<file path="config.mk">
export PLATFORM = sky130hd
export DESIGN_NAME = snoop_pkt_len_counter
export DESIGN_NICKNAME = d
export VERILOG_FILES = /design/src/rtl/snoop_pkt_len_counter.sv
export SDC_FILE = /design/constraint.sdc
export NUM_CORES = 1
export LEC_CHECK = 0
export CORE_ASPECT_RATIO = 2
export CORE_MARGIN = 2
export CORE_UTILIZATION = 55
export CTS_CLUSTER_DIAMETER = 100
export DETAILED_ROUTE_END_ITERATION = 12
export GPL_ROUTABILITY_DRIVEN = 0
export PLACE_DENSITY = 0.79
export SYNTH_ARGS = -nofsm -noshare
export SYNTH_HDL_FRONTEND = slang
export SYNTH_SLANG_ARGS = --single-unit
</file>
<file path="constraint.sdc">
create_clock -name clk -period 4.4 [get_ports clk]
set_input_delay 0.88 -clock clk [delete_from_list [all_inputs] [get_ports clk]]
set_output_delay 0.88 -clock clk [all_outputs]
set_load 0.01 [all_outputs]
</file>
<file path="src/rtl/snoop_pkt_len_counter.sv">
// snoop_pkt_len_counter: measures snooped packet byte lengths, buffers length records in a small FIFO
// and keeps running byte/packet/drop statistics.
module snoop_pkt_len_counter #(
   parameter int LEN_WIDTH  = 16,
   parameter int CNT_WIDTH  = 32,
   parameter int FIFO_DEPTH = 4
) (
   input  logic                 clk,
   input  logic                 aresetn,
   input  logic                 flit_valid,
   input  logic                 flit_last,
   input  logic [7:0]           bytes_in_flit,
   input  logic                 stats_clear,
   output logic                 len_valid,
   input  logic                 len_ready,
   output logic [LEN_WIDTH-1:0] len_data,
   output logic                 len_oversize,
   output logic [CNT_WIDTH-1:0] total_bytes,
   output logic [CNT_WIDTH-1:0] total_pkts,
   output logic [CNT_WIDTH-1:0] drop_cnt
);
   localparam int AW = $clog2(FIFO_DEPTH);
   typedef enum logic {IDLE, IN_PKT} state_t;
   state_t               state_q, state_d;
   logic [LEN_WIDTH-1:0] acc_q, acc_d;
   logic                 ovf_q, ovf_d;
   logic [LEN_WIDTH:0]   sum;
   logic [LEN_WIDTH-1:0] len_sat;
   logic                 ovf_now, push, pop, push_ok, full, empty;
   logic [AW:0]          wr_q, rd_q;
   logic [LEN_WIDTH-1:0] mem_len_q [FIFO_DEPTH];
   logic                 mem_ovf_q [FIFO_DEPTH];
   logic [CNT_WIDTH-1:0] total_bytes_q, total_pkts_q, drop_cnt_q;

   always_ff @(posedge clk)
      if (!aresetn) state_q <= IDLE;
      else state_q <= state_d;

   always_comb
      state_d = !flit_valid ? state_q : (flit_last ? IDLE : IN_PKT);

   // An IDLE flit starts a fresh packet, so the old accumulator is ignored there.
   always_comb begin
      sum     = {1'b0, (state_q == IN_PKT) ? acc_q : '0} + (LEN_WIDTH+1)'(bytes_in_flit);
      len_sat = sum[LEN_WIDTH] ? '1 : sum[LEN_WIDTH-1:0];
      ovf_now = ((state_q == IN_PKT) && ovf_q) || sum[LEN_WIDTH];
      push    = flit_valid && flit_last;
      acc_d   = !flit_valid ? acc_q : (flit_last ? '0 : len_sat);
      ovf_d   = !flit_valid ? ovf_q : (flit_last ? 1'b0 : ovf_now);
   end

   always_ff @(posedge clk)
      if (!aresetn) begin
         acc_q <= '0;
         ovf_q <= 1'b0;
      end else begin
         acc_q <= acc_d;
         ovf_q <= ovf_d;
      end

   assign empty   = wr_q == rd_q;
   assign full    = (wr_q[AW] != rd_q[AW]) && (wr_q[AW-1:0] == rd_q[AW-1:0]);
   assign pop     = len_valid && len_ready;
   assign push_ok = push && (!full || pop);

   always_ff @(posedge clk)
      if (push_ok) begin
         mem_len_q[wr_q[AW-1:0]] <= len_sat;
         mem_ovf_q[wr_q[AW-1:0]] <= ovf_now;
      end

   always_ff @(posedge clk)
      if (!aresetn) begin
         wr_q <= '0;
         rd_q <= '0;
      end else begin
         wr_q <= wr_q + (AW+1)'(push_ok);
         rd_q <= rd_q + (AW+1)'(pop);
      end

   assign len_valid    = !empty;
   assign len_data     = empty ? '0 : mem_len_q[rd_q[AW-1:0]];
   assign len_oversize = !empty && mem_ovf_q[rd_q[AW-1:0]];

   // Clear wins over any increment landing in the same cycle.
   always_ff @(posedge clk)
      if (!aresetn || stats_clear) begin
         total_bytes_q <= '0;
         total_pkts_q  <= '0;
         drop_cnt_q    <= '0;
      end else begin
         total_bytes_q <= total_bytes_q + (flit_valid ? CNT_WIDTH'(bytes_in_flit) : '0);
         total_pkts_q  <= total_pkts_q + CNT_WIDTH'(push);
         drop_cnt_q    <= drop_cnt_q + CNT_WIDTH'(push && !push_ok);
      end

   assign total_bytes = total_bytes_q;
   assign total_pkts  = total_pkts_q;
   assign drop_cnt    = drop_cnt_q;
endmodule
</file>
Yosys cells after proc, flatten, opt, wreduce, memory -nomap -nowiden. Memory sizes are Yosys's and may differ from the RTL's. A register that Yosys moved wholly into a read port is not among the register bits. Index checks and enable logic that the tools add are counted.

Add/subtract/negate cells: 6. Multiply operators: 0. Div/mod/pow operators: 0. Magnitude comparators: 0. Equal/unequal tests: 3. Shift operators: 0. Mux-type cells: 11. Bitwise gates (word level): 0. Reduce and logical (&&, ||, !) cells: 14.

Operators with widths (number): $add 32x1->32 (2); $mux 16 (4); $add 32x8->32 (1); $add 16x8->17 (1); $mux 8 (1); $logic_and 1x1->1 (7); $add 3x1->3 (2); $logic_not 1->1 (4); $mux 1 (4); $mux 2 (2); $eq 3x3->1 (1); $logic_or 1x1->1 (3); $eq 2x2->1 (1); $ne 1x1->1 (1).

Register bits after elaboration: 120. Latch bits: 0. Memory bits (writable): 68. Bits in read-only memories: 0. Bits of input ports: 14. Output and inout port bits: 114. Word-level logic and storage cells: 44. Memories: 2.

Memories: mem_len_q (words 4, width 16, read ports 1, clocked after Yosys merged registers in 1, write ports 1, line 31) `logic [LEN_WIDTH-1:0] mem_len_q [FIFO_DEPTH];`; mem_ovf_q (words 4, width 1, read ports 1, clocked after Yosys merged registers in 1, write ports 1, line 32) `logic mem_ovf_q [FIFO_DEPTH];`.

Depth between registers and ports, before layout.
Depth in word-level cells: 8. Depth in mapped cells: 12. Gate-level depth less buffers: 11.

Worst setup path after synthesis. Ideal clock, no wire load.

Path kind: input to register. Start: input flit_valid. End: memory mem_len_q[2][0], enable pin. Library setup time: 0.441 ns. Arrival: 3.177 ns. Required time: 3.959 ns. Slack: 0.782 ns. Cell stages on the path: 3. Path buffers: 1. Cell sequence: clkbuf_1 > nand2_1 > nor4b_1.

Cells in the longest elaborated chain, start to end: 4.

RTL lines: start: declaration (line 10) `input logic flit_valid,`; $logic_and 1x1->1 (line 47) `push = flit_valid && flit_last;`; $logic_and 1x1->1 (line 64) `assign push_ok = push && (!full || pop);`; $mux 1 (line 67) `if (push_ok) begin`; $mux 1 (implied by the code) (line 68) `mem_len_q[wr_q[AW-1:0]] <= len_sat;`; end: declaration (line 31).

No other way between the ends.

Final worst setup path.
Start: register rd_q[0]. End: output len_data[11].

Cells in the longest elaborated chain, start to end: 2.

RTL lines: start: declaration (line 30) `logic [AW:0] wr_q, rd_q;`; start signal: assignment (line 78) `rd_q <= rd_q + (AW+1)'(pop);`; $eq 3x3->1 (line 61) `assign empty = wr_q == rd_q;`; $mux 16 (line 82) `assign len_data = empty ? '0 : mem_len_q[rd_q[AW-1:0]];`; end: declaration (line 16) `output logic [LEN_WIDTH-1:0] len_data,`.

No other way between the ends.

==> flow_summary.yaml <==
synthesis:
  synth_area_um2: 8672
  yosysSeqAreaShare: 0.5125
  synth_largest_area_cell: "dfxtp_1"
  postSynth.asyncResetShare: 0
  yosysTopAreaCellShare: 0.2770
  ys.flop_type: "dfxtp_1"
  ys_warn_count: 0
  synth-edff-count: 68
  syn_nets: 870
  ys_ff_latch: 188
  synth.cells.most_frequent: "120 x dfxtp_1, 108 x nor2_1, 68 x edfxtp_1"
  synthDistinctLibCells: 58
  synth_most_common_cell: "dfxtp_1"
  synth_area_leaders: "dfxtp_1 28%, edfxtp_1 24%, xor2_1 5.9%, nor2_1 4.7%, mux4_2 4.4%"
  syn_area_per_cell_um2: 10.45
  syn_inst: 830
timing:
  final.setup.tns_ns: 0
  rsz0062_at_grt: "no"
  min_period_ns: 3.388
  tightest_slew_ns: 0.9505
  final.setup_skew_ns: 0.01284
  slew_headroom: 0.3650
  max_freq_mhz: 295.2
  timing.final.crit_share: 0.7700
  hold_viol_final: 0
  finalMaxSlewViolations: 0
  setup_viol: 0
final_layout:
  diodes: 0
  utilization: 0.6893
  final_area_um2: 10760
  drive_gt1_frac: 0.07446
  final_nets: 994
  area_growth_pct: 24.12
global_routing:
  grt_pass1_vias: 6378
  grt_overflow_total: 0
  antenna_found_initial: 0
  grt_first_pass_wirelength_mm: 30.68
  grtUsageTotal: 0.2269
  grt_max_degree: 66
min_path:
  min_path_cells: 1
  hp-class: "reg -> reg"
drt:
  dr.pass1.iters: 4
  wl_per_cell_um: 16.04
  postRouteAntennaNets: 0
  drc: 0
  via_per_inst: 5.586
  drtIter0Drc: 344
  wl_mm: 18.73
  vias: 6525
worst_setup_path:
  cp_max_fo: 19
  crit_chain: "buf_4 > xnor2_1 > and3_1 > nor2b_1 > clkdlybuf4s50_1"
  arrival_ns: 2.51
  criticalPathCategory: "reg -> out"
  critPathRequiredTime_ns: 3.52
  cp_slowest_cell: "and3_1"
  rr_worst_depth: 11
  cp-start-kind: "flip-flop"
  cp-end-kind: "primary output"
  slowest_delay_ns: 0.62
floorplan:
  die_y_um: 181.6
  start_util: 0.5554
  die_w_um: 92.79
  die-area_um2: 16850
  io_pins: 128
  rows: 65
  core_um2: 15620
clocking:
  cts_setup_buffers: 0
  cts_num_sinks: 188
  root_buffer: "clkbuf_16"
  cts_inserted_buffers: 17
  cts_resized: 0
  cts.path.max_buffers: 2
  cts_tree: "done"
  clk_pin_slew_worst_paths_ns: 0.07
  cts.htree.levels: 4
  postCtsHoldBufs: 0
  clk_latency_ns: 0.43
power:
  irDropWorstVdd_uv: 239.2
  p_leak_uw: 0.003783
  power_density_nw_per_um2: 343.0
run:
  max_cap_violations: 0
placed_design:
  place_area_um2: 10180
  port_buffers: 127
  place_hpwl_mm: 13.17
outcome:
  status: "finished clean"
==> per-layer routing <==
layer / vias to the layer above / GRT usage / wire length, µm
met1: 3120 / 0.2903 / 8022
met2: 192 / 0.3846 / 9445
met3: 29 / 0.04108 / 859
li1: 3184 / - / -
met4: 0 / 0.07882 / 403
met5: - / 0 / 0
==> where the power goes <==
group          internal (µW)  total, µW  leakage [µW]  switching [µW]
Combinational            183        362       0.00193             179
Clock                    802       1500      0.000272             695
Sequential              1820       1830       0.00158            11.7
==> final timing paths <==
path                                from      endpoint  slack, ns
worst max-delay path             rd_q[0]  len_data[11]       1.01
worst min-delay path            acc_q[2]      acc_q[2]       0.48
worst max register to register   state_q      acc_q[1]       1.24
worst min register to register  acc_q[2]      acc_q[2]       0.48
==> sequential cells by signal, indices dropped and copies added (netlist names) <==
name,cells
state_q,1
total_pkts,32
mem_ovf_q,4
total_bytes,32
wr_q,3
ovf_q,1
mem_len_q,64
acc_q,16
drop_cnt,32
rd_q,3
==> final cells by class <==
| cell class | count | area [µm²] |
|---|---|---|
| multi-input combinational | 596 | 4069 |
| clock buffer | 17 | 425.4 |
| sequential | 188 | 4444 |
| timing repair buffer | 138 | 1366 |
| clock inverter | 15 | 158.9 |
| fill | 1186 | 4851 |
| tap | 201 | 251.5 |
| inverter | 13 | 48.80 |
==> worst max-delay path: cells and delay by family, from the launching register on <==
kind	cells	cell delay, ns
AND/OR/NAND/NOR	2	0.73
buffers and inverters	2	0.85
flip-flops	1	0.31
XOR/XNOR	1	0.19
==> kinds of logic (layout without fill, tap and decap cells) <==
family | after synthesis | in the layout | share of synthesized area
buffers and inverters | 46 | 183 | 0.02005
xor gates and xnor gates | 96 | 96 | 0.09696
and+or+nand+nor | 363 | 363 | 0.2147
AOI/OAI and AO/OA | 90 | 90 | 0.06767
muxes | 21 | 21 | 0.04891
adders and majority gates | 26 | 26 | 0.03924
DFF | 188 | 188 | 0.5125
==> through the flow <==
step	setup WS, ns	power, µW	hold WS (ns)	std cells
3_5_place_dp	0.5915	2235	0.4586	1136
4_1_cts	0.9230	3720	0.4798	1168
2_1_floorplan	0.7819	2093	0.4348	830
5_1_grt	0.7335	3829	0.5040	1168
3_3_place_gp	0.6527	2231	0.4500	1136
6_report	1.012	3692	0.4842	1168
==> cells in the final DEF (no fill, tap or decap), types with 4 or more instances in the layout <==
cell,instances
a21o_1,6
a21oi_1,21
a22o_1,8
and2_1,36
and3_1,19
and4_1,12
buf_4,10
clkbuf_16,17
clkdlybuf4s50_1,127
clkinvlp_4,4
dfxtp_1,120
edfxtp_1,68
ha_1,24
inv_1,13
inv_6,4
mux4_2,17
nand2_1,62
nand2b_1,5
nand3_1,39
nand4_1,21
nor2_1,108
nor2b_1,24
nor3_1,10
o211ai_1,5
o21ai_0,20
o21bai_1,5
o22ai_1,4
or3_1,9
xnor2_1,38
xor2_1,58
(Power assumes the default switching activity.)
